$ cat config.mk
export PLATFORM = sky130hd
export DESIGN_NAME = morse_decoder
export DESIGN_NICKNAME = d
export VERILOG_FILES = /design/src/rtl/morse_decoder_pkg.sv /design/src/rtl/morse_decoder_debouncer.sv /design/src/rtl/morse_decoder.sv
export SDC_FILE = /design/constraint.sdc
export NUM_CORES = 1
export LEC_CHECK = 0
export ABC_AREA = 1
export BUFFER_PORTS_ARGS = -buffer_cell sky130_fd_sc_hd__buf_4
export CORE_MARGIN = 3
export CORE_UTILIZATION = 62
export DETAILED_ROUTE_END_ITERATION = 10
export PLACE_DENSITY = 0.8
export SKIP_LAST_GASP = 1
export SYNTH_ARGS = -nofsm -noshare
export SYNTH_HDL_FRONTEND = slang
export SYNTH_SLANG_ARGS = --single-unit
$ cat constraint.sdc
create_clock -name clk_i -period 2.04 [get_ports clk_i]
set_input_delay 0.408 -clock clk_i [delete_from_list [all_inputs] [get_ports clk_i]]
set_output_delay 0.408 -clock clk_i [all_outputs]
set_load 0.005 [all_outputs]
$ cat src/rtl/morse_decoder_pkg.sv
// Shared morse timing thresholds, FSM state type and the letter lookup table.
// Pattern encoding: first keyed symbol in the MSB of the valid bits, 1 = dash.
package morse_decoder_pkg;

    localparam int UNIT_W = 3;
    localparam int PAT_W  = 5;

    localparam logic [UNIT_W-1:0] DASH_UNITS       = 3'd2;
    localparam logic [UNIT_W-1:0] LETTER_GAP_UNITS = 3'd2;
    localparam logic [UNIT_W-1:0] WORD_GAP_UNITS   = 3'd5;
    localparam logic [7:0]        ASCII_SPACE      = 8'h20;

    typedef enum logic [1:0] {
        IDLE,
        MARK,
        GAP,
        LETTER_DONE
    } state_t;

    typedef struct packed {
        logic       hit;
        logic [7:0] ascii;
    } lookup_t;

    function automatic lookup_t morse_lookup(input logic [2:0] len, input logic [PAT_W-1:0] pattern);
        lookup_t r;
        r.hit   = 1'b1;
        r.ascii = 8'h00;
        case ({len, pattern})
            {3'd2, 5'b00001}: r.ascii = "A";
            {3'd4, 5'b01000}: r.ascii = "B";
            {3'd4, 5'b01010}: r.ascii = "C";
            {3'd3, 5'b00100}: r.ascii = "D";
            {3'd1, 5'b00000}: r.ascii = "E";
            {3'd4, 5'b00010}: r.ascii = "F";
            {3'd3, 5'b00110}: r.ascii = "G";
            {3'd4, 5'b00000}: r.ascii = "H";
            {3'd2, 5'b00000}: r.ascii = "I";
            {3'd4, 5'b00111}: r.ascii = "J";
            {3'd3, 5'b00101}: r.ascii = "K";
            {3'd4, 5'b00100}: r.ascii = "L";
            {3'd2, 5'b00011}: r.ascii = "M";
            {3'd2, 5'b00010}: r.ascii = "N";
            {3'd3, 5'b00111}: r.ascii = "O";
            {3'd4, 5'b00110}: r.ascii = "P";
            {3'd4, 5'b01101}: r.ascii = "Q";
            {3'd3, 5'b00010}: r.ascii = "R";
            {3'd3, 5'b00000}: r.ascii = "S";
            {3'd1, 5'b00001}: r.ascii = "T";
            {3'd3, 5'b00001}: r.ascii = "U";
            {3'd4, 5'b00001}: r.ascii = "V";
            {3'd3, 5'b00011}: r.ascii = "W";
            {3'd4, 5'b01001}: r.ascii = "X";
            {3'd4, 5'b01011}: r.ascii = "Y";
            {3'd4, 5'b01100}: r.ascii = "Z";
            {3'd5, 5'b11111}: r.ascii = "0";
            {3'd5, 5'b01111}: r.ascii = "1";
            {3'd5, 5'b00111}: r.ascii = "2";
            {3'd5, 5'b00011}: r.ascii = "3";
            {3'd5, 5'b00001}: r.ascii = "4";
            {3'd5, 5'b00000}: r.ascii = "5";
            {3'd5, 5'b10000}: r.ascii = "6";
            {3'd5, 5'b11000}: r.ascii = "7";
            {3'd5, 5'b11100}: r.ascii = "8";
            {3'd5, 5'b11110}: r.ascii = "9";
            default:          r.hit   = 1'b0;
        endcase
        return r;
    endfunction

endpackage

$ cat src/rtl/morse_decoder_debouncer.sv
// Two-flop synchroniser plus level debouncer; key changes DEBOUNCE_CYCLES+3 edges after input.
// Latency: fixed; no backpressure (free-running level filter).
module morse_decoder_debouncer #(
    parameter int DEBOUNCE_CYCLES = 1_000_000
) (
    input  logic clk_i,
    input  logic reset_i,
    input  logic d_i,
    output logic q_o
);

    localparam int CNT_W = $clog2(DEBOUNCE_CYCLES + 1);

    logic             sync_q1;
    logic             sync_q2;
    logic [CNT_W-1:0] stable_cnt;

    // A new level must be seen on more than DEBOUNCE_CYCLES consecutive edges,
    // so a pulse of exactly DEBOUNCE_CYCLES is still rejected.
    always_ff @(posedge clk_i or negedge reset_i) begin
        if (!reset_i) begin
            sync_q1    <= 1'b0;
            sync_q2    <= 1'b0;
            q_o        <= 1'b0;
            stable_cnt <= '0;
        end else begin
            sync_q1 <= d_i;
            sync_q2 <= sync_q1;
            if (sync_q2 == q_o) begin
                stable_cnt <= '0;
            end else if (stable_cnt == CNT_W'(DEBOUNCE_CYCLES)) begin
                q_o        <= sync_q2;
                stable_cnt <= '0;
            end else begin
                stable_cnt <= stable_cnt + CNT_W'(1);
            end
        end
    end

endmodule

$ cat src/rtl/morse_decoder.sv
// Morse receiver: times debounced marks/gaps in units, decodes letters, strobes ASCII (A-Z, 0-9, space).
// Latency: letter strobe one cycle after the letter-gap threshold; no backpressure, strobes are fire-and-forget.
module morse_decoder
    import morse_decoder_pkg::*;
#(
    parameter int MORSE_CYCLES    = 20_000_000,
    parameter int DEBOUNCE_CYCLES = 1_000_000,
    parameter int MAX_SYMBOLS     = 5
) (
    input  logic       clk_i,
    input  logic       reset_i,
    input  logic       morse_i,
    output logic [7:0] ascii_o,
    output logic       valid_o,
    output logic       error_o,
    output logic       busy_o
);

    localparam int               CYC_W   = (MORSE_CYCLES > 1) ? $clog2(MORSE_CYCLES) : 1;
    localparam logic [2:0]       MAX_LEN = 3'(MAX_SYMBOLS);

    logic              key;
    logic              key_q;
    logic              key_rise;
    logic              key_fall;
    logic [CYC_W-1:0]  cyc_cnt;
    logic [UNIT_W-1:0] units;
    state_t            state;
    state_t            state_nxt;
    logic              do_shift;
    logic              do_letter;
    logic              do_space;
    logic              is_dash;
    logic [PAT_W-1:0]  pattern;
    logic [2:0]        len;
    logic              overflow;
    logic              last_valid;
    lookup_t           lk;

    morse_decoder_debouncer #(
        .DEBOUNCE_CYCLES(DEBOUNCE_CYCLES)
    ) u_debouncer (
        .clk_i  (clk_i),
        .reset_i(reset_i),
        .d_i    (morse_i),
        .q_o    (key)
    );

    always_ff @(posedge clk_i or negedge reset_i) begin
        if (!reset_i) begin
            key_q <= 1'b0;
        end else begin
            key_q <= key;
        end
    end

    assign key_rise = key & ~key_q;
    assign key_fall = ~key & key_q;

    // Unit timer restarts on every key edge so units always measure the current mark or gap.
    always_ff @(posedge clk_i or negedge reset_i) begin
        if (!reset_i) begin
            cyc_cnt <= '0;
            units   <= '0;
        end else if (key_rise || key_fall) begin
            cyc_cnt <= '0;
            units   <= '0;
        end else if (cyc_cnt == CYC_W'(MORSE_CYCLES - 1)) begin
            cyc_cnt <= '0;
            if (units != '1) begin
                units <= units + 3'd1;
            end
        end else begin
            cyc_cnt <= cyc_cnt + CYC_W'(1);
        end
    end

    always_ff @(posedge clk_i or negedge reset_i) begin
        if (!reset_i) begin
            state <= IDLE;
        end else begin
            state <= state_nxt;
        end
    end

    // Gap thresholds take priority over a simultaneous key rise; the rise still lands in MARK.
    always_comb begin
        state_nxt = state;
        do_shift  = 1'b0;
        do_letter = 1'b0;
        do_space  = 1'b0;
        case (state)
            IDLE: begin
                if (key_rise) state_nxt = MARK;
            end
            MARK: begin
                if (key_fall) begin
                    do_shift  = 1'b1;
                    state_nxt = GAP;
                end
            end
            GAP: begin
                if (units >= LETTER_GAP_UNITS) begin
                    do_letter = 1'b1;
                    state_nxt = key_rise ? MARK : LETTER_DONE;
                end else if (key_rise) begin
                    state_nxt = MARK;
                end
            end
            LETTER_DONE: begin
                if (units >= WORD_GAP_UNITS) begin
                    do_space  = last_valid;
                    state_nxt = key_rise ? MARK : IDLE;
                end else if (key_rise) begin
                    state_nxt = MARK;
                end
            end
            default: state_nxt = IDLE;
        endcase
    end

    assign is_dash = (units >= DASH_UNITS);
    assign lk      = morse_lookup(len, pattern);

    always_ff @(posedge clk_i or negedge reset_i) begin
        if (!reset_i) begin
            pattern    <= '0;
            len        <= '0;
            overflow   <= 1'b0;
            last_valid <= 1'b0;
            ascii_o    <= 8'h00;
            valid_o    <= 1'b0;
            error_o    <= 1'b0;
        end else begin
            valid_o <= 1'b0;
            error_o <= 1'b0;
            if (do_shift) begin
                if (len == MAX_LEN) begin
                    overflow <= 1'b1;
                end else begin
                    pattern <= {pattern[PAT_W-2:0], is_dash};
                    len     <= len + 3'd1;
                end
            end
            if (do_letter) begin
                if (overflow || !lk.hit) begin
                    error_o    <= 1'b1;
                    last_valid <= 1'b0;
                end else begin
                    ascii_o    <= lk.ascii;
                    valid_o    <= 1'b1;
                    last_valid <= 1'b1;
                end
                pattern  <= '0;
                len      <= '0;
                overflow <= 1'b0;
            end
            // Clearing last_valid guarantees a single space per idle gap.
            if (do_space) begin
                ascii_o    <= ASCII_SPACE;
                valid_o    <= 1'b1;
                last_valid <= 1'b0;
            end
        end
    end

    assign busy_o = (state == MARK) || (state == GAP);

endmodule

Word level (Yosys, flattened, before mapping)
Cells that the tools add are included.
{ "totals": {"register_bits": 74, "input_bits": 3, "elab_cells": 130} }
{ "op_classes": {"addsub": 4, "magnitude_cmp": 2, "eq_ne": 47, "mux": 41, "bitwise_logic": 5, "n_reduce_logical": 16} }
{ "ops": {"columns": ["operator", "n"], "rows": [
  ["7-bit case mux with 36 select lines", 1],
  ["8-bit == test, second input constant", 22],
  ["8-bit by 7-bit == test with 1-bit output, second input constant", 12],
  ["25-bit two-way mux", 2],
  ["20-bit two-way mux", 2],
  ["36-bit OR reduction", 1],
  ["25-bit by 1-bit adder with 25-bit output, second input constant", 1],
  ["25-bit == test, second input constant", 1],
  ["8-bit two-way mux", 3],
  ["20-bit by 1-bit adder with 20-bit output, second input constant", 1],
  ["20-bit == test, second input constant", 1],
  ["1-bit two-way mux", 18],
  ["3-bit two-way mux", 6],
  ["8-bit by 6-bit == test with 1-bit output, second input constant", 2],
  ["5-bit two-way mux", 3],
  ["2-bit two-way mux", 5],
  ["2-bit AND reduction", 5],
  ["2-bit nonzero test", 5],
  ["2-bit case mux with 4 select lines", 1],
  ["3-bit by 1-bit adder with 3-bit output, second input constant", 2],
  ["2-bit inequality test, second input constant", 3],
  ["2-bit == test, second input constant", 2],
  ["3-bit == test, second input constant", 1],
  ["3-bit by 2-bit >= comparator with 1-bit output, second input constant", 1],
  ["other kinds (9)", 14]
]} }

Logic depth before layout (Yosys ltp)
{ "depth": {"depth_word": 8, "ltp_mapped": 14} }

By module
From an unflattened synthesis, not the netlist that was laid out.
{ "unflattened": {"hier_cells": 620, "area_unflattened_um2": 4515.6} }
{ "modules_own_cells": {"columns": ["module", "n_inst", "cells_each", "area_per_inst_um2"], "rows": [
  ["morse_decoder", 1, 461, 3228.1],
  ["morse_decoder_debouncer", 1, 159, 1287.5]
]} }

Worst setup path before layout
Ideal clock, no wire load.
{ "synth_timing": {"kind": "register -> register", "start": "reg units[1]", "end": "reg ascii_o[4]", "setup_ps": 117, "arrival_ps": 1554, "required_ps": 1923, "path_slack_ps": 369, "path_stages_with_launch": 13, "n_path_buf": 1, "synth_period_minus_slack_ps": 1671, "cell_sequence": "dfrtp_1 > inv_1 > ha_1 > nor3_1 > nor2_1 > inv_1 > nor3_2 > inv_1 > clkbuf_1 > o21ai_0 > inv_1 > nand2_1 > nand2_1"} }
{ "synth_between": {"elab_chain_cells": 5, "elab_cells_between_ends": 10, "classes_between": "order compare: 2; eq/ne: 1; mux: 5; reduce/logical: 2"} }
{ "synth_lines": {"columns": ["element", "line_no", "text"], "rows": [
  ["start: declaration", "morse_decoder.sv:27", "logic [UNIT_W-1:0] units;"],
  ["start signal: assignment", "morse_decoder.sv:71", "units <= units + 3'd1;"],
  ["3-bit >= comparator / 3-bit by 2-bit >= comparator with 1-bit output (equally long branches)", "morse_decoder.sv:111, morse_decoder.sv:103", null],
  ["1-bit two-way mux (on tied branches)", "morse_decoder.sv:111, morse_decoder.sv:103", null],
  ["1-bit two-way mux", "morse_decoder.sv:92", "case (state)"],
  ["2-bit inequality test (no source line) / 2-bit nonzero test (equally long branches)", null, null],
  ["2-bit AND reduction (no source line)", null, null],
  ["end signal: assignment", "morse_decoder.sv:150", "ascii_o <= lk.ascii;"],
  ["end: declaration", "morse_decoder.sv:13", "output logic [7:0] ascii_o,"]
]} }
Parallel ways exist; a longest one is shown, timed or not.
A chain may end at the register's enable or synchronous reset.

Final worst setup path
{ "layout_timing": {"start": "reg u_debouncer.stable_cnt[0]", "end": "reg u_debouncer.stable_cnt[18]"} }
{ "layout_between": {"elab_chain_cells": 3, "elab_cells_between_ends": 4, "classes_between": "add/sub: 1; eq/ne: 1; mux: 2"} }
{ "layout_lines": {"columns": ["element", "line_no", "text"], "rows": [
  ["start: declaration", "morse_decoder_debouncer.sv:16", "logic [CNT_W-1:0] stable_cnt;"],
  ["start signal: assignment", "morse_decoder_debouncer.sv:35", "stable_cnt <= stable_cnt + CNT_W'(1);"],
  ["20-bit by 1-bit adder with 20-bit output / 20-bit == test (equally long branches)", "morse_decoder_debouncer.sv:35, morse_decoder_debouncer.sv:31", null],
  ["20-bit two-way mux (*)", "morse_decoder_debouncer.sv:31", "end else if (stable_cnt == CNT_W'(DEBOUNCE_CYCLES)) begin"],
  ["20-bit two-way mux (*)", "morse_decoder_debouncer.sv:29", "if (sync_q2 == q_o) begin"]
]} }
Every way passes the cells marked *; elsewhere a longest branch is shown, timed or not.

==> results.json <==
{
  "place_area_um2": 4633,
  "drv_slew": 0,
  "core_area_um2": 6604,
  "die_area_um2": 8093,
  "startpoint_type": "register",
  "rsz0062_at_grt": "true",
  "gp_congestion": 0.8949,
  "vias": 3951,
  "root_buffer": "clkbuf_8",
  "clk_path_buf_depth": 2,
  "fin_hold_ws_ns": 0.009102,
  "portBuffers": 12,
  "io_pins": 14,
  "cp_max_fo": 5,
  "reg2reg_to": "u_debouncer.stable_cnt[18]$_DFF_PN0_",
  "fin_area_um2": 4900,
  "grt_max_degree": 43,
  "grt_pass1_wl_mm": 16.67,
  "critPathCaptureType": "register",
  "cts.sinks": 73,
  "die_w_um": 89.96,
  "cp-endpoint": "u_debouncer.stable_cnt[18]$_DFF_PN0_",
  "synth_cell_types": 41,
  "dieHeight_um": 89.96,
  "via_per_inst": 5.534,
  "required_ns": 2.27,
  "synth.largest_area_cell": "dfrtp_1",
  "synth_nets": 605,
  "slew_headroom_pct": 62.91,
  "hold_buffers": 0,
  "synth.top_cells.by_area": "dfrtp_1 (42%), nand2_1 (10%), nor2_1 (8.7%)",
  "numCtsBuffers": 9,
  "num_antenna_cells": 0,
  "synth_area_per_cell_um2": 7.445,
  "fillers": 510,
  "r2r_setup_slack_ns": 0.14,
  "globalRouteOverflowTotal": 0,
  "fin_crit_sh_pct": 92.94,
  "hpwl_mm": 7.059,
  "nets": 634,
  "fmax_mhz": 527.4,
  "cts_max_level": 3,
  "grt_pass1_vias": 3741,
  "fin_util_pct": 74.19,
  "worst_pin_slew_ns": 0.5505,
  "synth_area_um2": 4370,
  "finalCriticalPeriod_ns": 1.896,
  "antenna_left": 0,
  "drv.max_cap_violation_count": 0,
  "timing.final.hold_violations": 0,
  "synth_top_cell_area_share_pct": 41.80,
  "reg2reg_depth": 9,
  "wl_per_cell_um": 13.39,
  "initial_core_util_pct": 66.18,
  "ys_ff_latch": 73,
  "yosys_warnings": 0,
  "final_cell_mix": "nand2_1 (122), nor2_1 (97), dfrtp_1 (72), inv_1 (68), nand3_1 (32)",
  "rows": 29,
  "first_pass_iters": 5,
  "path_clk_slew_ns": 0.09,
  "wirelength_mm": 9.561,
  "ys_seq_area_share_pct": 41.80,
  "regToRegStartpoint": "u_debouncer.stable_cnt[0]$_DFF_PN0_",
  "drc": 0,
  "p_leak_uw": 0.002357,
  "drive_above_1_share_pct": 13.85,
  "powerDensity_nw_per_um2": 589.9,
  "skew_ns": 0.01277,
  "area_delta_synth_final_pct": 12.11,
  "gr-usage-all-layers_pct": 24.91,
  "setup_viol": 0,
  "ir_worst_vdd_mv": 0.5863,
  "drtIter0Drc": 189,
  "antenna_found_initial": 0,
  "critPathKind": "reg2reg",
  "crit_arrival_ns": 2.13,
  "insertion_delay_ns": 0.34,
  "postSynthCellCount": 587,
  "status": "finished, final reports clean",
  "worstSetupStartpoint": "u_debouncer.stable_cnt[0]$_DFF_PN0_",
  "cts_tree": "built",
  "hold_class": "in2async",
  "mostFrequentLayoutCell": "nand2_1"
}
[cell families (layout without fill, tap and decap cells)]
logic type      after synthesis  after routing  share of synthesized area (%)
mux                           1              1                         0.2576
fa+ha+maj                    15             15                          4.294
simple gates                337            337                          35.27
buf+inv                      81            115                          7.329
other cells                   1              1                        0.08580
compound gates               65             65                          8.159
xor+xnor                     14             14                          2.806
flops                        73             73                          41.80
[per-layer routing]
layer | share of wire, % | wire length [um] | track usage (%)
met1 | 43 | 4104 | 31.12
met2 | 49 | 4724 | 43.42
met3 | 5.1 | 486 | 4.424
met4 | 2.6 | 246 | 9.056
met5 | 0 | 0 | 0
[power breakdown]
group | internal [uW] | switching [uW] | total, uW
logic | 15.1 | 44.1 | 59.2
clock network | 820 | 554 | 1370
registers | 1450 | 5.20 | 1460
total | 2290 | 603 | 2890
[state kept, by name (all words and copies together) (netlist names)]
register / count
len: 3
state: 2
units: 3
u_debouncer.sync_q2: 1
cyc_cnt: 25
ascii_o: 7
u_debouncer.sync_q1: 1
pattern: 5
valid_o: 1
u_debouncer.stable_cnt: 20
error_o: 1
u_debouncer.q_o: 1
key_q: 1
overflow: 1
last_valid: 1
[how the worst min path moves through the flow]
stage,start,endpoint,slack (ns),cells past startpoint
floorplan,reset_i,ascii_o[0]$_DFFE_PN0P_,0.11,0
global placement,u_debouncer.sync_q1$_DFF_PN0_,u_debouncer.sync_q2$_DFF_PN0_,0.34,0
detailed placement,u_debouncer.sync_q1$_DFF_PN0_,u_debouncer.sync_q2$_DFF_PN0_,0.34,0
CTS,reset_i,ascii_o[2]$_DFFE_PN0P_,0.02,1
global route,reset_i,ascii_o[6]$_DFFE_PN0P_,0.02,1
finish,reset_i,ascii_o[6]$_DFFE_PN0P_,0.009,1
[Yosys cell counts, drive strengths merged]
master	number
a211oi	2
a21oi	29
a31oi	2
and2	2
buf	4
clkbuf	2
clkinv	1
conb	1
dfrtp	73
ha	15
inv	74
mux2	1
nand2	139
nand3	34
nand3b	1
nand4	15
nor2	112
nor3	23
nor3b	3
nor4	6
o2111ai	1
o211ai	2
o21a	3
o21ai	23
o221ai	1
o22ai	1
o31ai	1
or2	2
xnor2	3
xor2	11
[stage by stage]
stage          power [uW]  cells  setup slack, ns  setup TNS (ns)
2_1_floorplan        1505    587           0.3692               0
3_3_place_gp         1545    697          0.08224               0
3_5_place_dp         1548    697          0.05202               0
4_1_cts              2908    713          0.03961               0
5_1_grt              2990    714        -0.001071       -0.001794
6_report             2890    714           0.1440               0
[final cells by class]
cell class              count  area, um^2  share of cell area (%)
multi-input cells         433        2238                   45.68
flip-flops and latches     73        1828                   37.31
inverters                  75       281.5                   5.746
repair buffers             24       192.7                   3.933
clock buffers              10       127.6                   2.605
well taps                  93       116.4                   2.375
clock inverters             6       115.1                   2.349
[critical path, stage by stage, from the launching register on]
cell and delay, ns:
dfrtp_1 0.40, ha_1 0.19, nand2_1 0.07, nor2_1 0.23, nand4_1 0.26, nor2_1 0.18
inv_1 0.08, nor3_1 0.19, or2_2 0.15, a21oi_1 0.05
[what timing repair did]
item / in CTS / in global routing
buffers inserted: 0 / 1
pin swaps: 0 / 1
setup endpoints to repair: 4 / 14
gates resized for setup: 1 / 6
(Power assumes the default switching activity.)
